**src/rtl/prbs_pkg.sv**
```systemverilog
// Shared definitions for the multi-polynomial PRBS generator:
// polynomial select, per-polynomial length/tap, FSM states.
package prbs_pkg;

    localparam int unsigned LFSR_W = 31;
    localparam int unsigned CTR_W  = 16;

    localparam int unsigned PRBS7_LEN  = 7;
    localparam int unsigned PRBS7_TAP  = 6;
    localparam int unsigned PRBS9_LEN  = 9;
    localparam int unsigned PRBS9_TAP  = 5;
    localparam int unsigned PRBS15_LEN = 15;
    localparam int unsigned PRBS15_TAP = 14;
    localparam int unsigned PRBS23_LEN = 23;
    localparam int unsigned PRBS23_TAP = 18;
    localparam int unsigned PRBS31_LEN = 31;
    localparam int unsigned PRBS31_TAP = 28;

    typedef enum logic [2:0] {
        PRBS7  = 3'd0,
        PRBS9  = 3'd1,
        PRBS15 = 3'd2,
        PRBS23 = 3'd3,
        PRBS31 = 3'd4
    } prbs_mode_e;

    typedef enum logic [1:0] {
        ST_IDLE,
        ST_LOAD,
        ST_RUN,
        ST_DRAIN
    } prbs_state_e;

    function automatic prbs_mode_e to_mode(input logic [2:0] sel);
        prbs_mode_e m;
        case (sel)
            3'd0:    m = PRBS7;
            3'd1:    m = PRBS9;
            3'd2:    m = PRBS15;
            3'd3:    m = PRBS23;
            default: m = PRBS31;
        endcase
        return m;
    endfunction

    function automatic int unsigned mode_len(input prbs_mode_e m);
        int unsigned r;
        case (m)
            PRBS7:   r = PRBS7_LEN;
            PRBS9:   r = PRBS9_LEN;
            PRBS15:  r = PRBS15_LEN;
            PRBS23:  r = PRBS23_LEN;
            default: r = PRBS31_LEN;
        endcase
        return r;
    endfunction

    function automatic int unsigned mode_tap(input prbs_mode_e m);
        int unsigned r;
        case (m)
            PRBS7:   r = PRBS7_TAP;
            PRBS9:   r = PRBS9_TAP;
            PRBS15:  r = PRBS15_TAP;
            PRBS23:  r = PRBS23_TAP;
            default: r = PRBS31_TAP;
        endcase
        return r;
    endfunction

    function automatic logic [LFSR_W-1:0] mode_mask(input prbs_mode_e m);
        logic [31:0] w;
        w = (32'd1 << mode_len(m)) - 32'd1;
        return w[LFSR_W-1:0];
    endfunction

endpackage

```
**src/rtl/prbs_lfsr_step.sv**
```systemverilog
// Advances the Fibonacci LFSR by DATA_W steps in one combinational pass
// and assembles the output word, earliest bit in the MSB.
module prbs_lfsr_step
    import prbs_pkg::*;
#(
    parameter int DATA_W = 8
) (
    input  logic [LFSR_W-1:0] state_i,
    input  prbs_mode_e        mode_i,
    input  logic              invert_i,
    output logic [LFSR_W-1:0] next_o,
    output logic [DATA_W-1:0] word_o
);

    logic [LFSR_W-1:0] mask;
    logic [LFSR_W-1:0] s;
    logic [4:0]        hi;
    logic [4:0]        lo;
    logic              nb;

    always_comb begin
        mask   = mode_mask(mode_i);
        hi     = 5'(mode_len(mode_i) - 1);
        lo     = 5'(mode_tap(mode_i) - 1);
        s      = state_i & mask;
        nb     = 1'b0;
        word_o = '0;
        for (int i = 0; i < DATA_W; i++) begin
            // all-zero register would lock up forever
            if (s == '0) s = mask;
            nb = s[hi] ^ s[lo];
            s  = {s[LFSR_W-2:0], nb} & mask;
            word_o[DATA_W-1-i] = nb ^ invert_i;
        end
        next_o = s;
    end

endmodule

```
**src/rtl/prbs_multi_gen.sv**
```systemverilog
// PRBS7/9/15/23/31 word generator with valid/ready output,
// periodic and on-demand single-bit error injection.
module prbs_multi_gen
    import prbs_pkg::*;
#(
    parameter int DATA_W = 8,
    parameter int CNT_W  = 32
) (
    input  logic              clk,
    input  logic              rst,
    input  logic              en,
    input  logic [2:0]        mode,
    input  logic              invert,
    input  logic [15:0]       err_interval,
    input  logic              inject,
    output logic [DATA_W-1:0] out_data,
    output logic              out_valid,
    input  logic              out_ready,
    output logic [CNT_W-1:0]  err_count,
    output logic              busy
);

    localparam int POS_W = (DATA_W > 1) ? $clog2(DATA_W) : 1;

    prbs_state_e       state_q, state_d;
    prbs_mode_e        mode_q, mode_d;
    logic              inv_q, inv_d;
    logic [LFSR_W-1:0] lfsr_q, lfsr_d;
    logic [DATA_W-1:0] data_q, data_d;
    logic              valid_q, valid_d;
    logic              corrupt_q, corrupt_d;
    logic [CTR_W-1:0]  cnt_q, cnt_d;
    logic [CTR_W-1:0]  ival_q;
    logic [POS_W-1:0]  pos_q, pos_d;
    logic              pend_q, pend_d;
    logic [CNT_W-1:0]  errc_q, errc_d;

    logic [LFSR_W-1:0] seed;
    logic [LFSR_W-1:0] step_next;
    prbs_mode_e        step_mode;
    logic              step_inv;
    logic [DATA_W-1:0] step_word;
    logic [DATA_W-1:0] flip;
    logic [CTR_W-1:0]  last;
    logic              acc;
    logic              gen;
    logic              per;
    logic              hit;

    assign acc  = valid_q & out_ready;
    assign last = err_interval - 16'd1;
    assign flip = DATA_W'(1) << pos_q;

    // LOAD seeds from all-ones using the live mode/invert inputs
    assign seed      = (state_q == ST_LOAD) ? '1 : lfsr_q;
    assign step_mode = (state_q == ST_LOAD) ? to_mode(mode) : mode_q;
    assign step_inv  = (state_q == ST_LOAD) ? invert : inv_q;

    prbs_lfsr_step #(
        .DATA_W(DATA_W)
    ) u_step (
        .state_i (seed),
        .mode_i  (step_mode),
        .invert_i(step_inv),
        .next_o  (step_next),
        .word_o  (step_word)
    );

    always_comb begin
        state_d   = state_q;
        mode_d    = mode_q;
        inv_d     = inv_q;
        lfsr_d    = lfsr_q;
        data_d    = data_q;
        valid_d   = valid_q;
        corrupt_d = corrupt_q;
        pos_d     = pos_q;
        pend_d    = pend_q | inject;
        errc_d    = errc_q;
        gen       = 1'b0;

        cnt_d = cnt_q;
        if (err_interval == '0 || err_interval != ival_q) begin
            cnt_d = '0;
        end else if (acc) begin
            cnt_d = (cnt_q >= last) ? '0 : cnt_q + CTR_W'(1);
        end

        if (acc && corrupt_q && errc_q != '1) begin
            errc_d = errc_q + CNT_W'(1);
        end

        unique case (state_q)
            ST_IDLE: begin
                if (en) state_d = ST_LOAD;
            end
            ST_LOAD: begin
                gen     = 1'b1;
                mode_d  = step_mode;
                inv_d   = step_inv;
                state_d = ST_RUN;
            end
            ST_RUN: begin
                if (!en) begin
                    if (acc) begin
                        state_d = ST_IDLE;
                        valid_d = 1'b0;
                    end else begin
                        state_d = ST_DRAIN;
                    end
                end else if (acc) begin
                    gen = 1'b1;
                end
            end
            ST_DRAIN: begin
                if (acc) begin
                    state_d = ST_IDLE;
                    valid_d = 1'b0;
                end
            end
            default: state_d = ST_IDLE;
        endcase

        // cnt_d is the counter value while the new word is presented
        per = (err_interval != '0) && (cnt_d == last);
        hit = per | pend_q | inject;

        if (gen) begin
            lfsr_d    = step_next;
            data_d    = step_word ^ (hit ? flip : '0);
            valid_d   = 1'b1;
            corrupt_d = hit;
            pend_d    = 1'b0;
            if (hit) begin
                pos_d = (pos_q == POS_W'(DATA_W - 1)) ? '0 : pos_q + POS_W'(1);
            end
        end
    end

    always_ff @(posedge clk or negedge rst) begin
        if (!rst) begin
            state_q   <= ST_IDLE;
            mode_q    <= PRBS7;
            inv_q     <= 1'b0;
            lfsr_q    <= '1;
            data_q    <= '0;
            valid_q   <= 1'b0;
            corrupt_q <= 1'b0;
            cnt_q     <= '0;
            ival_q    <= '0;
            pos_q     <= '0;
            pend_q    <= 1'b0;
            errc_q    <= '0;
        end else begin
            state_q   <= state_d;
            mode_q    <= mode_d;
            inv_q     <= inv_d;
            lfsr_q    <= lfsr_d;
            data_q    <= data_d;
            valid_q   <= valid_d;
            corrupt_q <= corrupt_d;
            cnt_q     <= cnt_d;
            ival_q    <= err_interval;
            pos_q     <= pos_d;
            pend_q    <= pend_d;
            errc_q    <= errc_d;
        end
    end

    assign out_data  = data_q;
    assign out_valid = valid_q;
    assign err_count = errc_q;
    assign busy      = (state_q != ST_IDLE);

endmodule

```
**config.mk**
```make
export PLATFORM = sky130hd
export DESIGN_NAME = prbs_multi_gen
export DESIGN_NICKNAME = d
export VERILOG_FILES = /design/src/rtl/prbs_pkg.sv /design/src/rtl/prbs_lfsr_step.sv /design/src/rtl/prbs_multi_gen.sv
export SDC_FILE = /design/constraint.sdc
export NUM_CORES = 1
export LEC_CHECK = 0
export ABC_AREA = 0
export BUFFER_PORTS_ARGS = -buffer_cell sky130_fd_sc_hd__buf_2
export CAP_MARGIN = 15
export CORE_MARGIN = 8
export CORE_UTILIZATION = 40
export DETAILED_ROUTE_END_ITERATION = 7
export SYNTH_ARGS = -nofsm -noshare
export SYNTH_HDL_FRONTEND = slang
export SYNTH_SLANG_ARGS = --single-unit
```
**constraint.sdc**
```tcl
create_clock -name clk -period 14.5 [get_ports clk]
set_input_delay 0.725 -clock clk [delete_from_list [all_inputs] [get_ports clk]]
set_output_delay 0.725 -clock clk [all_outputs]
set_load 0.01 [all_outputs]
```
==> flow_summary.yaml <==
sta:
  grt_setup_unrepaired: "no"
  max_freq_ghz: 0.09982
  finClkSkew_ps: 10.54
  max_slew_margin_pct: 36.32
  layout_worst_path_cycle_share_pct: 69.09
  timing.setup.tns_ps: 0
  slew_violations: 0
  minimum_clock_period_after_layout_ps: 10020
  setup_violations_final: 0
  timing_hold_violations_final: 0
  worst_pin_slew_ps: 950.1
power:
  share_clk_of_total_power_pct: 13.2
  total_switching_power_uw: 1649
  cellInternalPower_uw: 1346
  switching_fraction_pct: 55.06
  seq_power_share_pct: 19.6
  share_comb_of_total_power_pct: 67.2
  max-vdd-ir-drop_mv: 0.1533
  power_leakage_uw: 0.004429
  power_per_cell_area_nw_per_um2: 277.5
clock_network:
  h_tree_levels: 4
  clk_latency_ps: 410
  postCtsSetupRepairBufs: 0
  clock_tree_from_tritoncts: "done"
  tritoncts.num_buffers: 17
  cts.hold.buffers_added: 0
  clockRootBuffer: "clkbuf_16"
  ctsLongestPathBuffers: 2
  cts.sinks: 115
  cts_repair_resize_count: 0
  cts.reportedPaths.clkPinSlew_ps: 60
setup_path:
  critPathMaxStageDelay_ps: 820
  worst_ep_arrival_time_ps: 10300
  worst_ep_required_time_ps: 14780
  criticalPathCategory: "register to register"
  critPathMaxFanout: 38
  critPathMostFrequentCell: "inv_1"
  type_of_destination_of_the_critical_path: "register"
  critical_path.slowest_cell: "nor3_2"
  critical_path.startpoint_type: "register"
routing:
  detail_routed_via_count_per_cell: 6.284
  first_pass_iters: 6
  ant_nets: 0
  via_count: 9766
  dr.first_iter.drc_count: 1223
  wl_final_mm: 37.18
  drt_drc_violations_left: 0
  wl_per_cell_um: 23.93
floorplan:
  design.die.area_um2: 29110
  std_cell_rows: 56
  core_region_area_um2: 23470
  floorplan.die.width_um: 170.6
  io-pin-count: 67
  die_outline_height_um: 170.6
  initial_core_util_pct: 40.75
yosys:
  synth_edf_count: 0
  netlist_area_before_placement_um2: 9564
  post_synth.cell_area_avg_um2: 8.119
  share_of_the_yosys_chip_area_belonging_to_registers_pct: 30.49
  synth_async_sr_flop_share_pct: 100.0
  synth.net_count: 1234
  yosys_cell_types: 98
  yosys.area.top_type: "dfrtp_1"
  yosys-top-cells-area: "dfrtp_1, dfstp_2, xnor2_1"
  synth_ff_type: "dfrtp_1"
  netlist_instances: 1178
  register_bit_total_from_synthesis: 115
  synth-warning-count: 0
  yosys.area.top_type_share_pct: 21.98
grt:
  grt_start_max_net_pins: 81
  grt_first_pass_wirelength_mm: 57.10
  globalRouteTotalUtil_pct: 25.40
  vias_in_the_first_global_route: 9307
  antenna_found_initial: 2
  grt_overflow_total: 0
placed_design:
  place.gp.congestion: 1.052
  half_perimeter_wire_length_after_placement_mm: 27.35
  port_buffers: 66
  dpl.cell_count: 1522
flow_run:
  cap_violations: 0
hold_path:
  hold_path.class: "input port to asynchronous set/reset pin"
finish:
  finish.cell_count_without_fillers: 1554
  nets: 1278
  areaGrowthSynthToFinish_pct: 12.83
  post_route_cells_drive_above_1_share_pct: 16.11
  final_cell_mix: "nand2_1, nor2_1, o21ai_0, dfrtp_1, xnor2_1"
  diodes: 0
  layout.cells.most_common: "nand2_1"
status:
  outcome: "complete, no violations"
-- path summary, 6_finish.rpt --
kind | startpoint | endpoint | slack [ps] | cells after the start
hold reg to reg | out_data[7] | out_data[7] | 470 | 2
hold / removal | rst | ival_q[10] | 300 | 1
setup / recovery | state_q[1] | out_data[0] | 4480 | 30
min in group clk | out_data[7] | out_data[7] | 470 | 2
setup reg to reg | state_q[1] | out_data[0] | 4480 | 30
max in group asynchronous | rst | out_data[1] | 12890 | 2
-- routing by layer --
layer / vias to the layer above / global-route usage (%) / part of all wire, %
met2: 524 / 37.62 / 42
met1: 4657 / 34.64 / 44
met4: 2 / 10.37 / 4.2
li1: 4460 / - / -
met3: 123 / 6.545 / 9.9
met5: - / 0 / 0.035
-- flip-flops by register name (all words and copies together), names as in the netlist --
| name | flops |
|---|---|
| inv_q | 1 |
| err_count | 32 |
| lfsr_q | 31 |
| pos_q | 3 |
| out_data | 8 |
| corrupt_q | 1 |
| out_valid | 1 |
| ival_q | 16 |
| mode_q | 3 |
| state_q | 2 |
| pend_q | 1 |
| cnt_q | 16 |
-- logic make-up (layout without fill, tap and decap cells) --
logic type / after synthesis / in the layout / share of synthesized area, %
and+or+nand+nor: 479 / 479 / 25.38
AOI/OAI and AO/OA: 352 / 352 / 25.58
DFF: 115 / 115 / 30.49
xor gates and xnor gates: 102 / 102 / 9.720
buffers and inverters: 87 / 144 / 3.545
adders and majority gates: 31 / 31 / 4.055
muxes: 11 / 11 / 1.190
other: 1 / 1 / 0.03921
-- final cells by class --
| cell class | count | area, um^2 |
|---|---|---|
| multi-input cells | 976 | 6340 |
| well taps | 319 | 399.1 |
| clock buffers | 18 | 429.2 |
| flip-flops and latches | 115 | 2917 |
| inverters | 27 | 101.3 |
| fillers | 2383 | 12680 |
| repair buffers | 85 | 475.5 |
| clock inverters | 14 | 130.1 |
-- worst max-delay path, delay by kind of cell, from the launching register on --
| family | cells | cell delay [ps] |
|---|---|---|
| AO/OA/AOI/OAI | 10 | 3520 |
| XOR/XNOR | 2 | 530 |
| adder cells (fa/ha/maj) | 2 | 350 |
| buffers and inverters | 7 | 1560 |
| flip-flops | 1 | 420 |
| multiplexers | 2 | 510 |
| AND/OR/NAND/NOR | 7 | 2950 |
-- power groups by stage --
stage	Clock, uW	Combinational (uW)	Sequential (uW)
2_1_floorplan	0	1360	492
3_3_place_gp	0	1980	586
3_5_place_dp	0	1940	583
4_1_cts	403	1950	578
5_1_grt	418	2130	591
6_report	395	2010	586
-- through the flow --
step	instance area, um^2	setup WS [ps]	utilization [%]	hold slack [ps]	total power (uW)
floorplan	9564	6561	-	429.4	1848
global placement	10230	5208	43.59	462.1	2563
detailed placement	10230	5055	43.59	467.1	2522
CTS	10790	4979	45.98	313.7	2930
global route	10790	4177	45.98	336.1	3135
finish	10790	4482	45.98	298.7	2994
-- synthesized netlist by cell type, types with 21 or more instances --
cell type	number
o21ai_0	98
nor3_1	40
xor2_1	25
dfrtp_1	84
inv_1	26
o211ai_1	22
nand3_1	30
nor4_1	27
clkbuf_1	50
a21oi_1	52
nand4_1	21
a21o_1	21
ha_1	31
dfstp_2	31
xnor2_1	73
nor2_1	110
nand2_1	143
No activity file was read; power rests on OpenSTA's default activity.
